$ cat src/rtl/sdram_arbiter_pkg.sv
// sdram_arbiter_pkg
// Shared constants for the two-port SDRAM arbiter: FSM state encoding,
// port-owner encoding and the read data returned on an aborted access.
// No ports.
package sdram_arbiter_pkg;

   localparam logic [1:0] ST_IDLE = 2'd0;
   localparam logic [1:0] ST_BUSY = 2'd1;
   localparam logic [1:0] ST_ACK  = 2'd2;

   localparam logic OWNER_A = 1'b0;
   localparam logic OWNER_B = 1'b1;

   localparam logic [31:0] ABORT_DATA = 32'hFFFF_FFFF;

endpackage

$ cat src/rtl/sdram_arb_rr.sv
// sdram_arb_rr
// Two-way request picker with a last-served pointer.
// Ports:
//   i_clk, i_rst    clock, asynchronous active-high reset
//   i_req_a/i_req_b port requests
//   i_grant         a grant is taken this cycle; pointer records o_owner
//   o_owner         selected port (OWNER_A / OWNER_B), combinational
// FIXED_PRIO=1 makes port A win every tie; otherwise ties alternate.
module sdram_arb_rr
   import sdram_arbiter_pkg::*;
#(
   parameter int FIXED_PRIO = 0
) (
   input  logic i_clk,
   input  logic i_rst,
   input  logic i_req_a,
   input  logic i_req_b,
   input  logic i_grant,
   output logic o_owner
);

   logic r_last;

   always_comb begin
      if (i_req_a && i_req_b)
         o_owner = (FIXED_PRIO != 0) ? OWNER_A : ~r_last;
      else
         o_owner = i_req_a ? OWNER_A : OWNER_B;
   end

   // Pointer starts at B so that A wins the first tie after reset.
   always_ff @(posedge i_clk or posedge i_rst) begin
      if (i_rst)
         r_last <= OWNER_B;
      else if (i_grant)
         r_last <= o_owner;
   end

endmodule

$ cat src/rtl/sdram_arbiter.sv
// sdram_arbiter
// Arbitrates two word-access ports (A, B) onto one SDRAM controller port.
// IDLE -> BUSY on grant (owner request registered onto m_*), BUSY -> ACK on
// m_compl (m_rdata registered into owner rdata), ACK pulses the owner ack.
// Ports:
//   clk, reset                 clock, asynchronous active-high reset
//   a_*/b_* (cs, addr, wdata, wr_en, bytesel in; rdata, ack out)  ports
//   m_* (cs, addr, wdata, wr_en, bytesel out; rdata, compl in)    controller
//   m_config_done              controller ready; no grant before it
//   timeout_err                sticky abort flag
// Optional feature: define SDRAM_ARB_TIMEOUT_EN to abort a BUSY access after
// TIMEOUT cycles without m_compl (owner gets ABORT_DATA, timeout_err sets).
module sdram_arbiter
   import sdram_arbiter_pkg::*;
#(
   parameter int FIXED_PRIO = 0,
   parameter int TIMEOUT    = 1024
) (
   input  logic        clk,
   input  logic        reset,
   input  logic        a_cs,
   input  logic [31:2] a_addr,
   input  logic [31:0] a_wdata,
   input  logic        a_wr_en,
   input  logic [3:0]  a_bytesel,
   output logic [31:0] a_rdata,
   output logic        a_ack,
   input  logic        b_cs,
   input  logic [31:2] b_addr,
   input  logic [31:0] b_wdata,
   input  logic        b_wr_en,
   input  logic [3:0]  b_bytesel,
   output logic [31:0] b_rdata,
   output logic        b_ack,
   output logic        m_cs,
   output logic [31:2] m_addr,
   output logic [31:0] m_wdata,
   output logic        m_wr_en,
   output logic [3:0]  m_bytesel,
   input  logic [31:0] m_rdata,
   input  logic        m_compl,
   input  logic        m_config_done,
   output logic        timeout_err
);

   logic [1:0]  r_state;
   logic        r_owner;
   logic        r_m_cs;
   logic [31:2] r_m_addr;
   logic [31:0] r_m_wdata;
   logic        r_m_wr_en;
   logic [3:0]  r_m_bytesel;
   logic [31:0] r_a_rdata;
   logic [31:0] r_b_rdata;
   logic        r_a_ack;
   logic        r_b_ack;

   logic        w_grant;
   logic        w_owner;
   logic        w_done;
   logic [31:0] w_rdata;

   assign w_grant = (r_state == ST_IDLE) && m_config_done && (a_cs || b_cs);

   sdram_arb_rr #(.FIXED_PRIO(FIXED_PRIO)) u_rr (
      .i_clk   (clk),
      .i_rst   (reset),
      .i_req_a (a_cs),
      .i_req_b (b_cs),
      .i_grant (w_grant),
      .o_owner (w_owner)
   );

`ifdef SDRAM_ARB_TIMEOUT_EN
   localparam int CW = $clog2(TIMEOUT) + 1;

   logic [CW-1:0] r_busy_cnt;
   logic          r_timeout_err;
   logic          w_expired;

   // Counter holds the number of BUSY edges already seen without m_compl;
   // the TIMEOUT-th such edge aborts the access.
   assign w_expired = (r_state == ST_BUSY) && !m_compl &&
                      (r_busy_cnt == CW'(TIMEOUT - 1));

   always_ff @(posedge clk or posedge reset) begin
      if (reset) begin
         r_busy_cnt    <= '0;
         r_timeout_err <= 1'b0;
      end else if (r_state != ST_BUSY) begin
         r_busy_cnt <= '0;
      end else if (!m_compl) begin
         r_busy_cnt <= r_busy_cnt + 1'b1;
         if (w_expired)
            r_timeout_err <= 1'b1;
      end
   end

   assign w_done      = m_compl || w_expired;
   assign w_rdata     = m_compl ? m_rdata : ABORT_DATA;
   assign timeout_err = r_timeout_err;
`else
   // TIMEOUT only sizes the abort counter, which this build omits.
   logic w_unused_timeout;
   assign w_unused_timeout = (TIMEOUT != 0);

   assign w_done      = m_compl;
   assign w_rdata     = m_rdata;
   assign timeout_err = 1'b0;
`endif

   always_ff @(posedge clk or posedge reset) begin
      if (reset) begin
         r_state     <= ST_IDLE;
         r_owner     <= OWNER_A;
         r_m_cs      <= 1'b0;
         r_m_addr    <= '0;
         r_m_wdata   <= '0;
         r_m_wr_en   <= 1'b0;
         r_m_bytesel <= '0;
         r_a_rdata   <= '0;
         r_b_rdata   <= '0;
         r_a_ack     <= 1'b0;
         r_b_ack     <= 1'b0;
      end else begin
         // Acks are raised only on entry to ACK, so they last one cycle.
         r_a_ack <= 1'b0;
         r_b_ack <= 1'b0;
         case (r_state)
            ST_IDLE: begin
               if (w_grant) begin
                  r_owner <= w_owner;
                  r_m_cs  <= 1'b1;
                  r_state <= ST_BUSY;
                  if (w_owner == OWNER_A) begin
                     r_m_addr    <= a_addr;
                     r_m_wdata   <= a_wdata;
                     r_m_wr_en   <= a_wr_en;
                     r_m_bytesel <= a_bytesel;
                  end else begin
                     r_m_addr    <= b_addr;
                     r_m_wdata   <= b_wdata;
                     r_m_wr_en   <= b_wr_en;
                     r_m_bytesel <= b_bytesel;
                  end
               end
            end
            ST_BUSY: begin
               if (w_done) begin
                  r_m_cs  <= 1'b0;
                  r_state <= ST_ACK;
                  if (r_owner == OWNER_A) begin
                     r_a_rdata <= w_rdata;
                     r_a_ack   <= 1'b1;
                  end else begin
                     r_b_rdata <= w_rdata;
                     r_b_ack   <= 1'b1;
                  end
               end
            end
            ST_ACK: begin
               r_state <= ST_IDLE;
            end
            default: begin
               r_state <= ST_IDLE;
            end
         endcase
      end
   end

   assign m_cs      = r_m_cs;
   assign m_addr    = r_m_addr;
   assign m_wdata   = r_m_wdata;
   assign m_wr_en   = r_m_wr_en;
   assign m_bytesel = r_m_bytesel;
   assign a_rdata   = r_a_rdata;
   assign b_rdata   = r_b_rdata;
   assign a_ack     = r_a_ack;
   assign b_ack     = r_b_ack;

endmodule

$ cat config.mk
export PLATFORM = sky130hd
export DESIGN_NAME = sdram_arbiter
export DESIGN_NICKNAME = d
export VERILOG_FILES = /design/src/rtl/sdram_arbiter_pkg.sv /design/src/rtl/sdram_arb_rr.sv /design/src/rtl/sdram_arbiter.sv
export SDC_FILE = /design/constraint.sdc
export NUM_CORES = 1
export LEC_CHECK = 0
export ABC_AREA = 0
export BUFFER_PORTS_ARGS = -buffer_cell sky130_fd_sc_hd__buf_2
export CAP_MARGIN = 20
export CORE_AREA = 2 2 120 122
export CTS_CLUSTER_DIAMETER = 40
export DETAILED_ROUTE_END_ITERATION = 10
export DIE_AREA = 0 0 122 124
export PLACE_DENSITY = 0.72
export SLEW_MARGIN = 20
export SYNTH_ARGS = -nofsm -noshare
export SYNTH_HDL_FRONTEND = slang
export SYNTH_SLANG_ARGS = --single-unit
$ cat constraint.sdc
create_clock -name clk -period 5.56 [get_ports clk]
set_input_delay 0.834 -clock clk [delete_from_list [all_inputs] [get_ports clk]]
set_output_delay 0.834 -clock clk [all_outputs]
set_load 0.1 [all_outputs]
Word-level counts from Yosys, hierarchy flattened
Index checks and enable logic that the tools add are counted.

Register bits after elaboration: 138. Input port bits: 172. Output and inout port bits: 135. Word-level logic and storage cells: 46.

Eq/ne operators: 3. Muxes and demuxes: 18. Bitwise operators: 2. Reduce and logical (&&, ||, !) cells: 11.

Operator list (count): 2-to-1 mux 32 bit (1); 2-to-1 mux 30 bit (1); 2-to-1 mux 1 bit (11); AND reduction 3 bit (3); 2-to-1 mux 2 bit (2); 2-to-1 mux 4 bit (1); one-hot mux 2 bit (2 select lines) (1); AND reduction 2 bit (2); logical AND 1 bit (3); == test 2 x 1 -> 1 bit (second input constant) (1); zero test 2 bit (1); inequality test 2 x 1 -> 1 bit (second input constant) (1); inequality test 2 bit (second input constant) (1); NOT 1 bit (2); one-hot mux 1 bit (2 select lines) (1); nonzero test 2 bit (1); logical OR 1 bit (1).

Longest topological paths before layout
Word-level depth: 5. Mapped depth: 7. Mapped depth without buffers: 4.

Modules after synthesis
Synthesis repeated with hierarchy kept, for this count alone.

Cell total of the unflattened synthesis: 376. Area total of the unflattened synthesis: 5995.8 sq um.

By module, submodules not included: sdram_arbiter (instances 1, cells an instance 370, area each 5938.2 sq um, sequential area each 3428.3 sq um); sdram_arb_rr (instances 1, cells an instance 6, area each 57.6 sq um, sequential area each 26.3 sq um).

Worst setup path before layout
Ideal clock, no wire load.

Path type: in2reg. Start: input port m_config_done. End: register r_state[0]. Setup time: 127 ps. Arrival: 1743 ps. Data required time: 5433 ps. Setup slack: 3690 ps. Cell stages on the path: 6. Path buffers: 3. Cell sequence: nor3b_2 > buf_4 > o21a_1 > buf_4 > buf_6 > or2_2.

Word-level cells in the longest chain between the ends: 4.

RTL lines: start: declaration (line sdram_arbiter.sv:42) `input logic m_config_done,`; logical AND 1 bit (2 in a row) (line sdram_arbiter.sv:63) `assign w_grant = (r_state == ST_IDLE) && m_config_done && (a_cs || b_cs);`; inequality test 2 x 1 -> 1 bit (no source line); AND reduction 2 bit (no source line); end signal: assignment (line sdram_arbiter.sv:114) `r_state <= ST_IDLE;`; end signal: assignment (line sdram_arbiter.sv:134) `r_state <= ST_BUSY;`; end signal: assignment (line sdram_arbiter.sv:151) `r_state <= ST_ACK;`; end: declaration (line sdram_arbiter.sv:46) `logic [1:0] r_state;`.

Every way passes these cells. A chain may end at the register's enable or synchronous reset.

Final worst setup path
Start: input port a_cs. End: register r_m_addr, in the netlist m_addr[20].

Word-level cells in the longest chain between the ends: 3. Elaborated cells on any way between the ends: 7. Classes of those cells: mux: 3; reduce/logical: 4.

RTL lines: start: declaration (line sdram_arbiter.sv:21) `input logic a_cs,`; 2-to-1 mux 1 bit, or another cell as far along (line sdram_arb_rr.sv:28) `o_owner = i_req_a ? OWNER_A : OWNER_B;`; 2-to-1 mux 1 bit or logical AND 1 bit (tied branches) (line sdram_arb_rr.sv:25, sdram_arbiter.sv:63); 2-to-1 mux 30 bit or AND reduction 2 bit (tied branches); end signal: assignment (line sdram_arbiter.sv:136) `r_m_addr <= a_addr;`; end signal: assignment (line sdram_arbiter.sv:141) `r_m_addr <= b_addr;`; end: declaration (line sdram_arbiter.sv:49) `logic [31:2] r_m_addr;`.

Several ways; a longest one is shown, not always the timed one.

==> impl_metrics.json <==
{
  "status": "finished clean",
  "numCtsBuffers": 17,
  "hp-class": "register to register",
  "clock_latency_ns": 0.41,
  "synthesis.nets": 573,
  "fmax_ghz": 0.438,
  "skew_ns": 0.00747,
  "synth.largest_area_cell": "dfrtp_1",
  "die_area_um2": 15100,
  "ys_seq_elements": 138,
  "drv_cap": 0,
  "setup_violations": 0,
  "dp_hpwl_um": 10900,
  "cts_setup_buffers": 0,
  "syn_area_per_cell_um2": 14.4,
  "path_clk_slew_ns": 0.06,
  "grt_pass1_wl_um": 23200,
  "maxSlewViolCount": 0,
  "synth_most_common_cell": "dfrtp_1",
  "grt_max_degree": 85,
  "synth_top_area_frac": 0.594,
  "tritoncts": "built",
  "wl_met2_um": 7760,
  "track_usage": 0.202,
  "core_area_um2": 13700,
  "drt-pass1-iter-count": 4,
  "wl_met1_um": 6200,
  "regArea_um2": 3450,
  "routedWlPerCell_um": 18.0,
  "multi_input_area_um2": 2080,
  "setup.worst_path.end_class": "register",
  "syn_inst": 401,
  "dr.max_layer_used": "met4",
  "tns_ns": 0,
  "ys_seq_area_frac": 0.599,
  "io_buffers": 305,
  "routed_via_density": 5.35,
  "totalWireLength_um": 15800,
  "yosys_warnings": 0,
  "synth_ff_type": "dfrtp_1",
  "start_util": 0.421,
  "drive_above_1_share": 0.609,
  "remaining_drc_errors": 0,
  "rows": 43,
  "worstSetupPathType": "input port to register",
  "min_period_ns": 2.28,
  "start_kind": "input port",
  "io_pins": 307,
  "num-fill-cells": 1147,
  "die_w_um": 122,
  "ys_async_sr_fraction": 1.00,
  "first_iter_violations": 140,
  "synth_cell_types": 26,
  "diodes": 0,
  "antenna_found_initial": 0,
  "met3_length_um": 1480,
  "cts_resized": 0,
  "ant_nets": 0,
  "hold_buffers": 0,
  "ctsHtreeMaxLevel": 4,
  "synth_commonest_cells": "137 x dfrtp_1, 67 x o32ai_1, 64 x mux2_2",
  "grt-ovfl-total": 0,
  "path_max_fanout": 68,
  "grt_pass1_vias": 4697,
  "worstMarginPinSlew_ns": 0.912,
  "syn2layout_area_growth_pct": 38.4,
  "synth_edf_count": 0,
  "crit_arrival_ns": 2.54,
  "synth_area_um2": 5770,
  "die_y_um": 124,
  "period_share": 0.411,
  "num_vias": 4693,
  "relSlewSlack": 0.392,
  "cts_root_buf": "clkbuf_16",
  "crit_required_ns": 5.81,
  "cts_buffer_depth": 2,
  "rsz0062_at_grt": "no",
  "gp_congestion": 0.770,
  "finalHoldViolCount": 0,
  "cts.sinks": 138,
  "fin_nets": 857,
  "synth.area.top_cells": "dfrtp_1 59%, mux2_2 12%, o32ai_1 10%"
}
[sequential cells by signal (all words and copies together) (netlist names)]
name and count:
m_cs 1, b_ack 1, a_ack 1, r_state 2, m_wdata 32, m_wr_en 1
r_owner 1, m_addr 30, u_rr.r_last 1, m_bytesel 4, a_rdata 32, b_rdata 32
[layout make-up]
| class | count | share of cell area |
|---|---|---|
| clock inverter | 9 | 0.0169 |
| sequential | 138 | 0.433 |
| timing repair buffer | 310 | 0.196 |
| tap | 180 | 0.0282 |
| inverter | 5 | 0.00313 |
| clock buffer | 23 | 0.0624 |
| multi-input combinational | 213 | 0.261 |
[through the flow]
step	setup slack [ns]	utilization	area, µm²	cells	hold WS (ns)
3_3_place_gp	2.99	0.535	7340	846	0.462
5_1_grt	3.19	0.582	7980	878	0.515
4_1_cts	3.42	0.582	7980	878	0.502
6_report	3.28	0.582	7980	878	0.496
2_1_floorplan	1.03	-	5770	401	0.511
3_5_place_dp	2.97	0.536	7350	846	0.488
[per-layer routing]
metal  vias up  GRT usage
met1      2263      0.231
met4         0     0.0862
met2       228      0.340
li1       2173          -
met5         -          0
met3        29     0.0769
[cell usage in the layout, fill, tap and decap left out, types with 3 or more instances in the layout]
cell type   count
a2bb2oi_2       9
mux2_2         64
clkbuf_8        5
dfrtp_1       137
o32ai_1        67
clkbuf_16      17
a2bb2oi_1      58
buf_4           5
buf_2         305
bufinv_16       3
clkinvlp_4      3
[kinds of logic (layout without fill, tap and decap cells)]
family,Yosys count,count (layout),share of synthesized area
AND/OR/NAND/NOR,7,7,0.00911
multiplexers,65,65,0.127
AO/OA/AOI/OAI,140,140,0.221
flip-flops,138,138,0.599
other,1,1,0.000650
buffers and inverters,50,347,0.0440
[worst paths after layout]
path	startpoint	end	slack (ns)	cells past startpoint
hold reg to reg	m_cs	m_cs	0.50	1
setup / recovery	a_cs	m_addr[20]	3.28	4
hold / removal	m_cs	m_cs	0.50	1
setup reg to reg	r_state[0]	m_wdata[9]	3.48	4
min in group asynchronous	reset	b_rdata[8]	0.56	2
max in group asynchronous	reset	a_rdata[3]	3.82	3
[worst max-delay path: stages]
cell and delay (ns):
buf_2 0.14, clkinv_2 0.71, o32ai_1 0.69, a2bb2oi_1 0.13
Power is left out: the tool's default activity adds up to more than one toggle a clock period on the data nets, which glitch-free logic cannot reach.
